**config.mk**
```make
export PLATFORM = sky130hd
export DESIGN_NAME = uart_scroll_row
export DESIGN_NICKNAME = d
export VERILOG_FILES = /design/src/rtl/uart_scroll_row_pkg.sv /design/src/rtl/uart_scroll_row_cursor_blink.sv /design/src/rtl/uart_scroll_row.sv
export SDC_FILE = /design/constraint.sdc
export NUM_CORES = 1
export LEC_CHECK = 0
export ABC_AREA = 1
export BUFFER_PORTS_ARGS = -buffer_cell sky130_fd_sc_hd__buf_2
export CORE_MARGIN = 4
export CORE_UTILIZATION = 40
export CTS_CLUSTER_DIAMETER = 50
export DETAILED_ROUTE_END_ITERATION = 10
export GPL_TIMING_DRIVEN = 0
export HOLD_SLACK_MARGIN = 0.12
export PLACE_DENSITY_LB_ADDON = 0.08
export SLEW_MARGIN = 20
export SYNTH_ARGS = -nofsm -noshare
export SYNTH_HDL_FRONTEND = slang
export SYNTH_HIERARCHICAL = 1
export SYNTH_SLANG_ARGS = --single-unit
```
**constraint.sdc**
```tcl
create_clock -name i_clk -period 5 [get_ports i_clk]
set_input_delay 0.75 -clock i_clk [delete_from_list [all_inputs] [get_ports i_clk]]
set_output_delay 0.75 -clock i_clk [all_outputs]
set_load 0.05 [all_outputs]
```
**src/rtl/uart_scroll_row_pkg.sv**
```systemverilog
// Shared ASCII constants and byte classification for the text-engine row sources.
// The edit decoder turns a received byte plus the current write position into one edit kind.
package uart_scroll_row_pkg;

  localparam logic [7:0] ASCII_SPACE     = 8'h20;
  localparam logic [7:0] ASCII_BS        = 8'h08;
  localparam logic [7:0] ASCII_DEL       = 8'h7F;
  localparam logic [7:0] ASCII_CR        = 8'h0D;
  localparam logic [7:0] ASCII_LF        = 8'h0A;
  localparam logic [7:0] ASCII_PRINT_MIN = 8'h20;
  localparam logic [7:0] ASCII_PRINT_MAX = 8'h7E;

  typedef enum logic [1:0] {
    EDIT_NONE,
    EDIT_PUT,
    EDIT_BACK,
    EDIT_CLEAR
  } edit_e;

  // Backspace at column 0 and LF decode to EDIT_NONE so they never restart the cursor blink.
  function automatic edit_e decode_byte(input logic [7:0] b, input logic [4:0] pos);
    edit_e e;
    e = EDIT_NONE;
    if (b >= ASCII_PRINT_MIN && b <= ASCII_PRINT_MAX) begin
      e = EDIT_PUT;
    end else if ((b == ASCII_BS || b == ASCII_DEL) && pos != 5'd0) begin
      e = EDIT_BACK;
    end else if (b == ASCII_CR) begin
      e = EDIT_CLEAR;
    end else if (b == ASCII_LF) begin
      e = EDIT_NONE;
    end
    return e;
  endfunction

endpackage

```
**src/rtl/uart_scroll_row_cursor_blink.sv**
```systemverilog
// Cursor phase generator: toggles every BLINK_TICKS cycles, held visible while restart pulses.
// A restart landing in the wrap cycle takes priority over the toggle.
module cursor_blink #(
  parameter int BLINK_TICKS = 13500000
) (
  input  logic i_clk,
  input  logic i_resetN,
  input  logic i_restart,
  output logic o_cursorOn
);

  localparam int CW = (BLINK_TICKS > 1) ? $clog2(BLINK_TICKS) : 1;

  logic [CW-1:0] r_blinkCnt;
  logic          r_cursorOn;

  always_ff @(posedge i_clk) begin
    if (!i_resetN) begin
      r_blinkCnt <= '0;
      r_cursorOn <= 1'b1;
    end else if (i_restart) begin
      r_blinkCnt <= '0;
      r_cursorOn <= 1'b1;
    end else if (r_blinkCnt == CW'(BLINK_TICKS - 1)) begin
      r_blinkCnt <= '0;
      r_cursorOn <= ~r_cursorOn;
    end else begin
      r_blinkCnt <= r_blinkCnt + CW'(1);
    end
  end

  assign o_cursorOn = r_cursorOn;

endmodule

```
**src/rtl/uart_scroll_row.sv**
```systemverilog
// 16-column editable text row fed by UART bytes, with backspace, CR clear, left scroll on
// overflow and a blinking cursor; serves charIndex -> charOut with one cycle of latency.
module uart_scroll_row
  import uart_scroll_row_pkg::*;
#(
  parameter int         ROW_LENGTH  = 16,
  parameter int         BLINK_TICKS = 13500000,
  parameter logic [7:0] CURSOR_CHAR = 8'h5F
) (
  input  logic       i_clk,
  input  logic       i_resetN,
  input  logic       i_byteReady,
  input  logic [7:0] i_dataIn,
  input  logic [3:0] i_charIndex,
  output logic [7:0] o_charOut,
  output logic [4:0] o_charCount
);

  logic       r_readyPrev;
  logic [7:0] r_buf [ROW_LENGTH];
  logic [4:0] r_writePos;
  logic [7:0] r_charOut;

  logic       w_event;
  edit_e      w_edit;
  logic       w_restart;
  logic       w_cursorOn;
  logic [3:0] w_prevCol;

  assign w_event   = i_byteReady & ~r_readyPrev;
  assign w_edit    = w_event ? decode_byte(i_dataIn, r_writePos) : EDIT_NONE;
  assign w_restart = (w_edit != EDIT_NONE);
  assign w_prevCol = r_writePos[3:0] - 4'd1;

  cursor_blink #(
    .BLINK_TICKS(BLINK_TICKS)
  ) u_cursor_blink (
    .i_clk      (i_clk),
    .i_resetN   (i_resetN),
    .i_restart  (w_restart),
    .o_cursorOn (w_cursorOn)
  );

  always_ff @(posedge i_clk) begin
    if (!i_resetN) begin
      // readyPrev starts high so a level already asserted at release is not a new byte
      r_readyPrev <= 1'b1;
      r_writePos  <= 5'd0;
      r_charOut   <= ASCII_SPACE;
      for (int i = 0; i < ROW_LENGTH; i++) r_buf[i] <= ASCII_SPACE;
    end else begin
      r_readyPrev <= i_byteReady;
      r_charOut   <= (w_cursorOn && !r_writePos[4] && i_charIndex == r_writePos[3:0])
                     ? CURSOR_CHAR : r_buf[i_charIndex];
      case (w_edit)
        EDIT_PUT: begin
          if (r_writePos[4]) begin
            for (int i = 0; i < ROW_LENGTH - 1; i++) r_buf[i] <= r_buf[i+1];
            r_buf[ROW_LENGTH-1] <= i_dataIn;
          end else begin
            r_buf[r_writePos[3:0]] <= i_dataIn;
            r_writePos             <= r_writePos + 5'd1;
          end
        end
        EDIT_BACK: begin
          r_buf[w_prevCol] <= ASCII_SPACE;
          r_writePos       <= r_writePos - 5'd1;
        end
        EDIT_CLEAR: begin
          for (int i = 0; i < ROW_LENGTH; i++) r_buf[i] <= ASCII_SPACE;
          r_writePos <= 5'd0;
        end
        default: ;
      endcase
    end
  end

  assign o_charOut   = r_charOut;
  assign o_charCount = r_writePos;

endmodule

```
==> summary.txt, run 1 <==
Logic synthesis
  – Most frequent cell after synthesis: nand2_1
  – Synth top area cells: edfxtp_1 39%, nand2_1 15%, dfxtp_1 8.0%
  – Synth top cells by count: 389 x nand2_1, 141 x nor2_1, 128 x edfxtp_1
  – Asr flop ratio synth: 0%
  – Post-synth EDFFs: 128
  – Syn_nets: 1266
  – Post-Synthesis Cells: 1247
  – Post-synthesis cell type count: 45
  – Avg Cell Area, Syn: 7.86 µm²
  – Synthesized cell area: 9800 µm²
  – Yosys warns: 6
  – Sequential element share of the synthesized area: 47.2%
  – Synth top area share: 39.2%
  – Area leader, netlist: edfxtp_1
  – Ys flop type: edfxtp_1
  – Yosys reg bits: 167

Power and ir drop
  – Leak: 4.36 nW
  – PD cells: 292 nW/µm²
  – Worst vdd ir: 0.181 mV

Drt
  – Vias per inst: 5.46
  – ANT nets after route: 0
  – Drt first-iter violations: 754
  – Top sig layer: met4
  – DRC viols: 0
  – WL final: 33.6 mm
  – WL/cell: 20.6 µm
  – Detailed Routing Iterations Pass 1: 6
  – Met2 WL: 16.3 mm
  – WL met1: 13.8 mm
  – Met3 WL: 2.41 mm
  – Vias: 8881

Critical path
  – Worst EP required: 5.07 ns
  – Worst EP arrival: 3.59 ns
  – Crit-path max FO: 10
  – Worst setup path category: flop to flop
  – Slowest-stage cell, CP: nor2_1
  – WP buf/inv: 4
  – Crit path top cell by count: nand2_1
  – Crit path cell chain: clkbuf_1 > inv_1 > ha_1 > nand3_2 > nand2_1 > nand2_1 > nor2_2 > nand3_1 > inv_1 > nor2_1 > buf_2 > nand2_1
  – Reg2reg path depth: 12
  – Startpoint types: flop
  – Max stage delay on crit path: 0.46 ns
  – CP top delay family: simple AND/OR/NAND/NOR gates
  – Critical path depth in cells: 12
  – CP endpoint kind: flop

Clock network
  – Post-CTS Hold Buffers: 0
  – Num Clock Sinks: 167
  – Num CTS Buffers: 17
  – Gates resized, CTS repair: 0
  – Clk_lat worst skew: 0.44 ns
  – TritonCTS clock tree: yes
  – Post-CTS Setup Bufs: 0
  – Worst-path clk slew: 0.07 ns
  – Root Buffer: clkbuf_16
  – Clock Path Buffers: 2
  – H-tree levels: 4

Layout
  – Layout cells sized above 1: 11.8%
  – Nets: 1310
  – Area taken by multi-input logic gates: 4460 µm²
  – Fill cells: 2491
  – Register area: 4620 µm²
  – Area growth from synthesis to layout: 10.9%
  – Diode count: 0

Timing
  – Final hold viol count: 0
  – Setup_tns: 0 ns
  – Max Slew Vio Count: 0
  – Fmax: 284 MHz
  – Hold_ws: 0.463 ns
  – Final period utilization: 70.5%
  – Actual slew at the worst max-slew pin: 1.04 ns
  – RSZ-0062 raised after global routing: no
  – Clk_skew: 0.0159 ns
  – Slew HR: 30.2%
  – Minimum clock period: 3.53 ns
  – Final setup fails: 0

Global routing
  – Largest net degree at the start of global routing: 17
  – Grt total ovfl: 0
  – Number of global-route vias before repair: 8643
  – Initial antenna violation count: 0
  – Gr usage total: 25.3%
  – First-pass GRT wire length: 51.3 mm

Run status
  – Outcome: finished, final reports clean

Min path
  – Hold path depth: 1
  – Hold WC Path Type: flop to flop

Floorplan
  – Die Width: 165 µm
  – DIE HEIGHT: 165 µm
  – CORE AREA: 24200 µm²
  – Placement Rows: 57
  – I/O pin total: 28
  – Initial core utilization: 40.5%
  – Die ar.: 27100 µm²

Place
  – GP Congestion: 0.884
  – HPWL Detailed: 24.9 mm
  – Quantity of I/O buffers inserted on ports: 25

Run
  – Max cap viols: 0
cells in the final DEF, fill, tap and decap left out, types with 23 or more instances in the layout:
cell	n
a21oi_1	40
nand2_1	389
nand3_1	43
edfxtp_1	128
o21ai_0	72
o21bai_1	23
buf_2	49
nand4_1	79
dfxtp_1	39
clkbuf_1	39
nor2_1	139
inv_1	79
where the power goes:
part	internal [W]	switching [W]	total [W]
combinational	0.0000800	0.000256	0.000336
clock	0.000637	0.000621	0.00126
sequential	0.00155	0.0000305	0.00158
total	0.00226	0.000907	0.00317
stage by stage:
step	power, W	util (%)	std cells	instance area, µm²	setup slack (ns)
global route	0.00327	44.9	1628	10900	1.12
global placement	0.00194	42.7	1596	10300	1.25
floorplan	0.00180	-	1247	9800	1.91
CTS	0.00317	44.9	1628	10900	1.47
finish	0.00317	44.9	1628	10900	1.47
detailed placement	0.00194	42.7	1596	10300	1.37
flip-flops by register name, indices dropped and copies added, names as in the netlist:
signal / cells
u_cursor_blink/o_cursorOn: 1
o_charOut: 8
r_readyPrev: 1
u_cursor_blink/r_blinkCnt: 24
r_buf: 128
o_charCount: 5
cell type report:
cell class,instances,share of cell area (%)
buffer,78,3.57
clock buffer,17,3.91
clock inverter,15,0.979
inverter,88,3.04
multi-input combinational,914,41.1
sequential,167,42.6
tap,324,3.73
timing repair buffer,25,1.15
cell families (layout without fill, tap and decap cells):
family                     Yosys count  in the layout  share of synthesized area, %
AOI/OAI and AO/OA                  184            184                          11.1
xor gates and xnor gates            10             10                         0.894
adders and majority gates            4              4                         0.511
buffers and inverters              166            223                          7.33
DFF                                167            167                          47.2
and+or+nand+nor                    716            716                          33.0
routing by layer:
layer,global-route usage [%],up-vias
met4,9.30,0
met1,31.5,4204
met2,42.8,336
li1,-,4283
met3,6.04,58
met5,0,-
worst reg2reg max path, stage by stage, from the launching register on:
cell	delay, ns
dfxtp_1	0.35
clkbuf_1	0.32
inv_1	0.20
ha_1	0.26
nand3_2	0.12
nand2_1	0.07
nand2_1	0.14
nor2_2	0.08
nand3_1	0.28
inv_1	0.16
nor2_1	0.46
buf_2	0.34
nand2_1	0.37
final timing paths:
kind,start,endpoint,slack (ns)
max,o_charCount[0],r_buf[1][0],1.47
min reg2reg,u_cursor_blink/r_blinkCnt[0],u_cursor_blink/r_blinkCnt[0],0.46
max reg2reg,o_charCount[0],r_buf[1][0],1.47
min,u_cursor_blink/r_blinkCnt[0],u_cursor_blink/r_blinkCnt[0],0.46
No activity file was read; power rests on OpenSTA's default activity.
==> run 2, diff against run 1 <==
==> constraint.sdc (replaced) <==
create_clock -name i_clk -period 3.7 [get_ports i_clk]
set_input_delay 0.555 -clock i_clk [delete_from_list [all_inputs] [get_ports i_clk]]
set_output_delay 0.555 -clock i_clk [all_outputs]
set_load 0.05 [all_outputs]
==> run 2 against run 1 <==
Non-clock buffer count stayed put. Power rose by 35%. Setup slack worse by 1.2 ns. Clock skew decreased by 0.00072 ns. Critical path depth shrank 1. Routed wire length fell by 0.32%. Clock power rose by 35%. Sequential power rose by 35%. Hold slack lost 0.14 ns. First-iteration DRC count grew 1.1%. Highest routed layer unchanged.
==> summary.txt, run 2 (synthesized netlist as in run 1, its figures left out) <==
Run status
  – Outcome: finished, final reports clean (unchanged)

Floorplan
  – Placement Rows: 57 (unchanged)
  – Die ar.: 27100 µm² (unchanged)
  – CORE AREA: 24200 µm² (unchanged)
  – I/O pin total: 28 (unchanged)
  – Initial core utilization: 40.5% (unchanged)
  – Die Width: 165 µm (unchanged)
  – DIE HEIGHT: 165 µm (unchanged)

Place
  – HPWL Detailed: 24.9 mm (unchanged)
  – Quantity of I/O buffers inserted on ports: 25 (unchanged)
  – GP Congestion: 0.884 (unchanged)

Power and ir drop
  – PD cells: 394 nW/µm² (was 292 nW/µm²)
  – Worst vdd ir: 0.244 mV (was 0.181 mV)
  – Leak: 4.36 nW (about the same)

Clock network
  – Num Clock Sinks: 167 (unchanged)
  – Clock Path Buffers: 2 (unchanged)
  – TritonCTS clock tree: yes (unchanged)
  – Clk_lat worst skew: 0.44 ns (about the same)
  – H-tree levels: 4 (unchanged)
  – Root Buffer: clkbuf_16 (unchanged)
  – Num CTS Buffers: 17 (unchanged)
  – Worst-path clk slew: 0.07 ns (about the same)

Global routing
  – Busiest grt layer: met2 (unchanged)
  – Largest net degree at the start of global routing: 17 (unchanged)
  – Grt met3 use: 6.04% (unchanged)
  – First-pass GRT wire length: 51.3 mm (unchanged)
  – GR Layer Usage met1: 31.5% (unchanged)
  – Initial antenna violation count: 0 (unchanged)
  – Grt total ovfl: 0 (unchanged)
  – GR Util met2: 42.8% (unchanged)
  – Gr usage total: 25.3% (unchanged)
  – Number of global-route vias before repair: 8643 (unchanged)

Timing
  – Final period utilization: 92.8% (was 70.5%)
  – RSZ-0062 raised after global routing: yes (was no)
  – Fmax: 291 MHz (was 284 MHz)
  – Minimum clock period: 3.43 ns (was 3.53 ns)
  – Max Slew Vio Count: 0 (unchanged)
  – Actual slew at the worst max-slew pin: 1.03 ns (was 1.04 ns)
  – Final hold viol count: 0 (unchanged)
  – Setup_tns: 0 ns (unchanged)
  – Final setup fails: 0 (unchanged)
  – Clk_skew: 0.0152 ns (was 0.0159 ns)
  – Slew HR: 31.0% (was 30.2%)
  – Hold_ws: 0.320 ns (was 0.463 ns)

Drt
  – Vias: 8805 (was 8881)
  – WL/cell: 20.6 µm (about the same)
  – WL final: 33.5 mm (was 33.6 mm)
  – DRC viols: 0 (unchanged)
  – Vias per inst: 5.41 (was 5.46)
  – ANT nets after route: 0 (unchanged)
  – Drt first-iter violations: 762 (was 754)
  – Detailed Routing Iterations Pass 1: 6 (unchanged)

Critical path
  – Slowest-stage cell, CP: nor2_1 (unchanged)
  – Crit-path max FO: 10 (unchanged)
  – Flop2flop setup slack: 0.27 ns (was 1.47 ns)
  – CP top delay family: simple AND/OR/NAND/NOR gates (unchanged)
  – Worst setup path category: flop to flop (unchanged)
  – Crit path top cell by count: clkbuf_1 (was nand2_1)
  – WP buf/inv: 4 (unchanged)
  – Startpoint types: flop (unchanged)
  – Crit path cell chain: clkbuf_1 > inv_1 > ha_1 > nand3_2 > nand4_4 > nor2_4 > buf_6 > nor2_1 > clkbuf_1 > nand4_1 > nand2_1 (was clkbuf_1 > inv_1 > ha_1 > nand3_2 > nand2_1 > nand2_1 > nor2_2 > nand3_1 > inv_1 > nor2_1 > buf_2 > nand2_1)
  – CP endpoint kind: flop (unchanged)
  – Worst reg2reg path startpoint: o_charCount[0] (unchanged)
  – Setup crit start: o_charCount[0] (unchanged)
  – Worst EP arrival: 3.73 ns (was 3.59 ns)
  – Max stage delay on crit path: 0.78 ns (was 0.46 ns)
  – Reg2reg path depth: 11 (was 12)
  – Worst EP required: 4.00 ns (was 5.07 ns)
  – R2R Path End: r_buf[4][6] (was r_buf[1][0])

Min path
  – Hold path depth: 3 (was 1)
  – Worst min-delay path startpoint: i_byteReady (was u_cursor_blink/r_blinkCnt[0])
  – Worst Hold End: r_readyPrev (was u_cursor_blink/r_blinkCnt[0])
  – Hold WC Path Type: primary input to flop (was flop to flop)

Layout
  – Area taken by multi-input logic gates: 4460 µm² (about the same)
  – Area growth from synthesis to layout: 10.9% (about the same)
  – Fill cells: 2492 (was 2491)
  – Most frequent cells in the layout: 389 x nand2_1, 138 x nor2_1, 128 x edfxtp_1, 79 x inv_1, 79 x nand4_1 (was 389 x nand2_1, 139 x nor2_1, 128 x edfxtp_1, 79 x inv_1, 79 x nand4_1)
  – Register area: 4620 µm² (unchanged)
  – Commonest non-fill, non-tap cell in the layout: nand2_1 (unchanged)
  – Nets: 1310 (unchanged)
  – Layout cells sized above 1: 11.9% (was 11.8%)
  – Largest register FFs: 128 (unchanged)
  – Diode count: 0 (unchanged)
  – Biggest register: r_buf (unchanged)

Run
  – Max cap viols: 0 (unchanged)
[run 2: cell counts in the layout (fill, tap and decap cells not counted)]
Identical to the previous run, type by type.
[run 2: routing by layer]
metal	up-vias	routed length [µm]
met5	-	0
li1	4283	-
met3	53	2390
met4	0	980
met2	317	16300
met1	4152	13800
[run 2: layout make-up]
class / count / share of cell area [%]
buffer: 78 / 3.57
clock buffer: 17 / 3.91
clock inverter: 15 / 0.978
sequential: 167 / 42.5
timing repair buffer: 25 / 1.15
multi-input combinational: 914 / 41.1
tap: 324 / 3.73
inverter: 88 / 3.04
[run 2: worst max-delay path by stage]
stage                   endpoint  slack [ns]  cells after the start
finish               r_buf[4][6]        0.27                     11
detailed placement   r_buf[0][7]        0.23                     12
CTS                  r_buf[1][6]        0.17                     12
floorplan           r_buf[13][0]        0.61                     12
global placement     r_buf[3][2]        0.14                     11
global route        r_buf[13][7]      -0.007                     12
[run 2: power by group]
group	switching [W]	leakage, nW	internal [W]
Clock	0.000837	0.258	0.000861
Combinational	0.000345	2.51	0.000108
Sequential	0.0000409	1.59	0.00209
[run 2: repair_timing]
| item | in CTS | in global routing |
|---|---|---|
| hold buffers | 0 | 0 |
| setup buffers | 0 | 0 |
| endpoints found under the setup margin | 0 | 88 |
| gates resized for setup | 0 | 1 |
[run 2: tightest hold or removal path, cell delays in order]
cell	delay, ns
buf_2	0.08
inv_1	0.05
nand2_1	0.05
[run 2: metrics by stage]
step	setup WS (ns)	power (W)	util (%)	instance area (µm²)	std cells
final	0.268	0.00428	45.0	10900	1628
after global routing	-0.00654	0.00442	45.0	10900	1628
after CTS	0.169	0.00428	44.9	10900	1628
after detailed placement	0.226	0.00262	42.7	10300	1596
after global placement	0.140	0.00262	42.7	10300	1596
after floorplan	0.606	0.00244	-	9800	1247
